### src/rtl/dmem_port_arbiter.sv
// Shares the single-ported data memory between the MEM stage and a debug port.
// CPU has priority; a pending debug request loses at most MAX_WAIT cycles.
module dmem_port_arbiter #(
    parameter int AW       = 8,
    parameter int DW       = 16,
    parameter int MAX_WAIT = 4
) (
    input  logic          clock,
    input  logic          rst_n,
    input  logic          cpu_req,
    input  logic          cpu_we,
    input  logic [AW-1:0] cpu_addr,
    input  logic [DW-1:0] cpu_wdata,
    output logic [DW-1:0] cpu_rdata,
    output logic          cpu_stall,
    input  logic          dbg_req,
    input  logic          dbg_we,
    input  logic [AW-1:0] dbg_addr,
    input  logic [DW-1:0] dbg_wdata,
    output logic [DW-1:0] dbg_rdata,
    output logic          dbg_ack,
    output logic [AW-1:0] mem_address,
    output logic          mem_we,
    output logic [DW-1:0] mem_data,
    input  logic [DW-1:0] mem_q
);

    localparam logic [3:0] MW = 4'(MAX_WAIT);

    typedef enum logic {
        IDLE,
        DBG_ACK
    } state_t;

    state_t          state_q, state_d;
    logic [3:0]      wait_cnt_q, wait_cnt_d;
    logic            dbg_ack_q, dbg_ack_d;
    logic [DW-1:0]   dbg_rdata_q, dbg_rdata_d;
    logic            dbg_grant;

    // Grant is gated by rst_n so a reset mid-access drops mem_we at once.
    always_comb begin
        dbg_grant = rst_n && (state_q == IDLE) && dbg_req &&
                    (!cpu_req || (wait_cnt_q == MW));
    end

    always_comb begin
        mem_address = cpu_addr;
        mem_data    = cpu_wdata;
        mem_we      = cpu_req && cpu_we;
        if (dbg_grant) begin
            mem_address = dbg_addr;
            mem_data    = dbg_wdata;
            mem_we      = dbg_we;
        end
        if (!rst_n) begin
            mem_we = 1'b0;
        end
    end

    assign cpu_rdata = mem_q;
    assign cpu_stall = cpu_req && dbg_grant;
    assign dbg_ack   = dbg_ack_q;
    assign dbg_rdata = dbg_rdata_q;

    always_comb begin
        state_d     = state_q;
        wait_cnt_d  = wait_cnt_q;
        dbg_ack_d   = 1'b0;
        dbg_rdata_d = dbg_rdata_q;
        unique case (state_q)
            IDLE: begin
                if (dbg_grant) begin
                    state_d     = DBG_ACK;
                    dbg_ack_d   = 1'b1;
                    dbg_rdata_d = mem_q;
                    wait_cnt_d  = 4'd0;
                end else if (dbg_req) begin
                    if (wait_cnt_q < MW) begin
                        wait_cnt_d = wait_cnt_q + 4'd1;
                    end
                end else begin
                    wait_cnt_d = 4'd0;
                end
            end
            DBG_ACK: begin
                state_d = IDLE;
            end
            default: begin
                state_d = IDLE;
            end
        endcase
    end

    always_ff @(posedge clock or negedge rst_n) begin
        if (!rst_n) begin
            state_q     <= IDLE;
            wait_cnt_q  <= 4'd0;
            dbg_ack_q   <= 1'b0;
            dbg_rdata_q <= '0;
        end else begin
            state_q     <= state_d;
            wait_cnt_q  <= wait_cnt_d;
            dbg_ack_q   <= dbg_ack_d;
            dbg_rdata_q <= dbg_rdata_d;
        end
    end

endmodule

### config.mk
export PLATFORM = sky130hd
export DESIGN_NAME = dmem_port_arbiter
export DESIGN_NICKNAME = d
export VERILOG_FILES = /design/src/rtl/dmem_port_arbiter.sv
export SDC_FILE = /design/constraint.sdc
export NUM_CORES = 1
export LEC_CHECK = 0
export ABC_AREA = 1
export BUFFER_PORTS_ARGS = -buffer_cell sky130_fd_sc_hd__buf_2
export CAP_MARGIN = 0
export CORE_MARGIN = 5
export CORE_UTILIZATION = 39
export DETAILED_ROUTE_END_ITERATION = 10
export PLACE_DENSITY = 0.92
export SYNTH_ARGS = -nofsm -noshare
export SYNTH_HDL_FRONTEND = slang
export SYNTH_SLANG_ARGS = --single-unit
export TNS_END_PERCENT = 30
### constraint.sdc
create_clock -name clock -period 3.7 [get_ports clock]
set_input_delay 0.74 -clock clock [delete_from_list [all_inputs] [get_ports clock]]
set_output_delay 0.74 -clock clock [all_outputs]
set_load 0.02 [all_outputs]
After elaboration in Yosys (flattened, before gate mapping). Index checks and enable logic that the tools add are counted.

Equality and inequality tests: 2. Bitwise gates (word level): 1. Magnitude comparators: 1. Reductions and logical operators: 9. Muxes and demuxes: 10. Add/subtract/negate cells: 1.

Operators with widths (count): $mux 16 (1); $mux 4 (3); $mux 8 (1); $logic_and 1x1->1 (5); $add 4x1->4 const B (1); $eq 4x3->1 const B (1); $lt 4x3->1 const B (1); $mux 1 (4); $reduce_and 2->1 (2); $ne 3x1->1 const B (1); $pmux 1 s2 (1); $logic_not 1->1 (1); $logic_or 1x1->1 (1); $not 1->1 (1).

Register bits after elaboration: 22. Bits of input ports: 70. Output and inout port bits: 59.

Longest topological paths before layout.
Word-level depth: 6. Depth in mapped cells: 9. Gate-level depth less buffers: 9.

Worst setup path before layout. No wires, ideal clock.

Path kind: input port to output port. From: input rst_n. To: output mem_data[10]. Buffers on the path: 1. Arrival time: 1.503 ns. Path slack: 1.457 ns. Stages: 6. Data required time: 2.960 ns. Cells stage by stage: nand2_1 nor2_4 nand2_2 buf_1 nand2_1 nand2_1.

Cells in the longest elaborated chain, start to end: 4.

RTL lines: start, declared (line 9) `input logic rst_n,`; $logic_and 1x1->1 (3 in a row) (line 43) `dbg_grant = rst_n && (state_q == IDLE) && dbg_req &&`; $mux 16 (line 51) `if (dbg_grant) begin`; end, declared (line 24) `output logic [DW-1:0] mem_data,`.

No other way between the ends.

Final worst setup path.
From: register wait_cnt_q[0]. To: output mem_address[0].

Cells in the longest elaborated chain, start to end: 4.

RTL lines: start, declared (line 36) `logic [3:0] wait_cnt_q, wait_cnt_d;`; start signal, assigned (line 103) `wait_cnt_q <= wait_cnt_d;`; $eq 4x3->1 (line 44) `(!cpu_req || (wait_cnt_q == MW));`; $logic_or 1x1->1 (line 44); $logic_and 1x1->1 (line 43); $mux 8 (line 51); end, declared (line 22) `output logic [AW-1:0] mem_address,`.

No other way between the ends.

==> results <==
- The area growth from synthesis to layout is 43.1%.
- The post-route minimum period is 2.84 ns.
- The via count of the first global-routing pass is 1390.
- The run finished with clean final reports.
- The overall fraction of global-route tracks in use is 0.158.
- The delay of the slowest cell on the worst path is 0.47 ns.
- The post-placement setup slack is 0.985 ns.
- The layout cell share with drive strength beyond 1 is 0.440.
- STA classifies the critical path endpoint as an output pin.
- The highest ir drop seen on vdd is 0.000241 V.
- The worst register-to-register path has a depth of 10.
- The chip width is 68.6 um.
- The most numerous cell type found on the critical path is nand2_1.
- The die extent in y is 68.6 um.
- The initial antenna violation count is 0.
- Clock tree synthesis selected as its root buffer the cell clkbuf_4.
- The detailed placement HPWL is 3.26 mm.
- The number of hold violations in the final report is 0.
- After floorplanning, the core was sized to cover 3340 um2.
- Across all setup checks in the final design, the least slack found is 0.857 ns.
- The fmax is 352 MHz.
- Leaving out fill and tap cells, the most frequent cell in the layout is nand2_1.
- The share of the Yosys chip area taken by registers is 0.393.
- Data on the critical path is required at its endpoint by 2.96 ns.
- Summing all placed instances gives a cell area of 1890 um2.
- The number of gates resized after cts is 0.
- For the worst-skew pair, the clock arrives at the later sink with an insertion delay of 0.31 ns.
- The count of mapped cells out of synthesis is 206.
- By area the synthesized netlist is led by dfrtp_1, nand2_1, buf_4.
- Setup violations remaining at the end of the flow were counted as 0.
- In the final timing run, aggregate negative setup slack is 0 ns.
- For the pin with the worst max-slew slack, the measured transition is 0.632 ns.
- The number of buffers on the longest clock path is 2.
- Of the post-synthesis cell area, the dominant cell type holds 0.393.
- The final antenna diode count is 0.
- Entering global routing, the biggest net connects 44 pins.
- The total I/O pin count is 129.
- The largest fanout of any net on the critical path is 42.
- On the critical path, the stage with the largest delay is an instance of inv_2.
- In this run the remaining antenna-violating nets after routing total 0.
- The number of post-CTS setup repair buffers is 0.
- For this configuration, the core starts out at a cell density of 0.401.
- STA classifies the critical path startpoint as a flop.
- The cell area after layout is 1920 um2.
- The via density per instance is 4.33.
- The first detailed-routing pass took 4 iterations.
- In the layout the commonest cells are nand2_1, buf_2, dfrtp_1.
- The number of buffers created by CTS is 3.
- The detail-routed net length per standard cell is 11.2 um.
- The clock slew seen by the registers of the worst setup and hold paths is 0.13 ns.
- The worst hold path belongs to the class input port to asynchronous set/reset pin.
- The final layout contains routed wiring with a total length of 4.04 mm.
- The signal on the critical path passes through inv_1 -> ha_1 -> nand3_1 -> nand2_1 -> nand2_2 -> inv_2 -> nand2_1 -> nand2_1 -> buf_2.
- The number of flip-flops and latches in the synthesized netlist is 21.
- The routed layout has 1569 vias.
- Setup repair after global routing left no endpoint under its margin.
- The worst-case clock skew is 0.0148 ns.
- For this run, design rule violations remaining after detail routing come to 0.
- The number of slew-limit violations in the final report is 0.
- The mapped netlist covers 1340 um2.
- The global placer's final weighted congestion is 0.765.
- The detailed router finished its first iteration with 58 violations.
- By startpoint and endpoint, the worst setup path is classified as flop to output pin.
- At the worst endpoint, the arrival time is 2.10 ns.
- For this design the static power due to leakage is 1.27 nW.
- The first global-routing pass estimated 5.73 mm of wire.
- Averaged over all synthesized cells, the footprint is 6.50 um2.
- After filler insertion, the fill cell instance count of the layout stands at 341.
- The area taken by multi-input logic gates is 613 um2.
- The Yosys step of the flow raised 0 warnings.
- Global routing finished with a remaining overflow of 0.
- The floorplan step defined a die boundary enclosing 4700 um2.
- The number of nets produced by synthesis is 278.
- The number of H-tree levels is 1.
- In this run, post-CTS hold repair placed 0 buffers.
- In this run the tightest slew margin relative to its limit is 0.578.
- Input and output buffers added on the ports amount to 128.
- The tool flagged a number of max-cap violations equal to 0.
- The count of cell types in the netlist is 15.
- The TritonCTS clock tree is yes.
- In the finished design, the share of the clock period the worst path needs comes to 0.768.
- Power spread over the standard cell area amounts to 359 nW/um2.
- The CTS sink count is 21.
- The synthesized design spends more area on one cell type than any other, namely dfrtp_1.
- In this run the core area contains 21 standard-cell rows.
- At the end of the flow, the number of nets in the layout was 389.
- The sequential cells in the finished layout cover a total of 526 um2.
==> synth_stat cells <==
cell type and n:
nand2_1 134, dfrtp_1 21, buf_4 20, inv_1 6
nand3_1 6, a21oi_1 5, inv_2 3, clkbuf_1 2
ha_1 2, nor2_1 2, buf_1 1, buf_2 1
nand2_2 1, nor2_4 1, o21ai_0 1
==> power breakdown <==
part | internal [mW] | switching (mW)
Clock | 0.0412 | 0.0740
Combinational | 0.104 | 0.180
Sequential | 0.268 | 0.0214
Total | 0.413 | 0.275
==> routing by layer <==
metal | part of all wire | routed length, um | track usage | up-vias
met2 | 0.51 | 2050 | 0.296 | 69
met1 | 0.38 | 1540 | 0.175 | 676
met3 | 0.11 | 431 | 0.0308 | 2
li1 | - | - | - | 822
met4 | 0.0047 | 19 | 0.0546 | 0
met5 | 0 | 0 | 0 | -
==> state kept, by name, summed over array words and instances (netlist names) <==
signal	cells
dbg_rdata	16
wait_cnt_q	4
dbg_ack	1
==> through the flow <==
stage | hold slack, ns | instances | power, mW | util
CTS | 0.386 | 362 | 0.701 | 0.574
floorplan | 0.444 | 206 | 0.469 | -
finish | 0.385 | 362 | 0.688 | 0.574
global route | 0.406 | 362 | 0.736 | 0.574
detailed placement | 0.461 | 358 | 0.581 | 0.565
global placement | 0.458 | 358 | 0.574 | 0.565
==> kinds of logic after synthesis <==
logic type,after synthesis,synth area share
compound gates,6,0.0224
fa+ha+maj,2,0.0187
buf+inv,33,0.150
flops,21,0.393
simple gates,144,0.417
==> cell type report <==
cell class                      instances  share of cell area
Clock buffer                            3              0.0118
Clock inverter                          1             0.00392
Tap cell                               46              0.0300
Inverter                                9              0.0176
Sequential cell                        21               0.274
Multi-Input combinational cell        152               0.320
Timing Repair Buffer                  130               0.342
==> final timing paths <==
path                          startpoint        endpoint  slack [ns]
hold reg to reg             dbg_rdata[0]    dbg_rdata[0]        0.49
hold / removal                     rst_n         dbg_ack        0.38
max in group asynchronous          rst_n   dbg_rdata[11]        3.07
setup / recovery           wait_cnt_q[0]  mem_address[0]        0.86
setup reg to reg           wait_cnt_q[0]   wait_cnt_q[1]        1.82
min in group clock          dbg_rdata[0]    dbg_rdata[0]        0.49
==> worst max-delay path: cells and delay by family, from the launching register on <==
kind	cells	cell delay, ns
buffers and inverters	3	0.72
and+or+nand+nor	5	0.50
DFF	1	0.42
adders and majority gates	1	0.14
(Power assumes the default switching activity.)
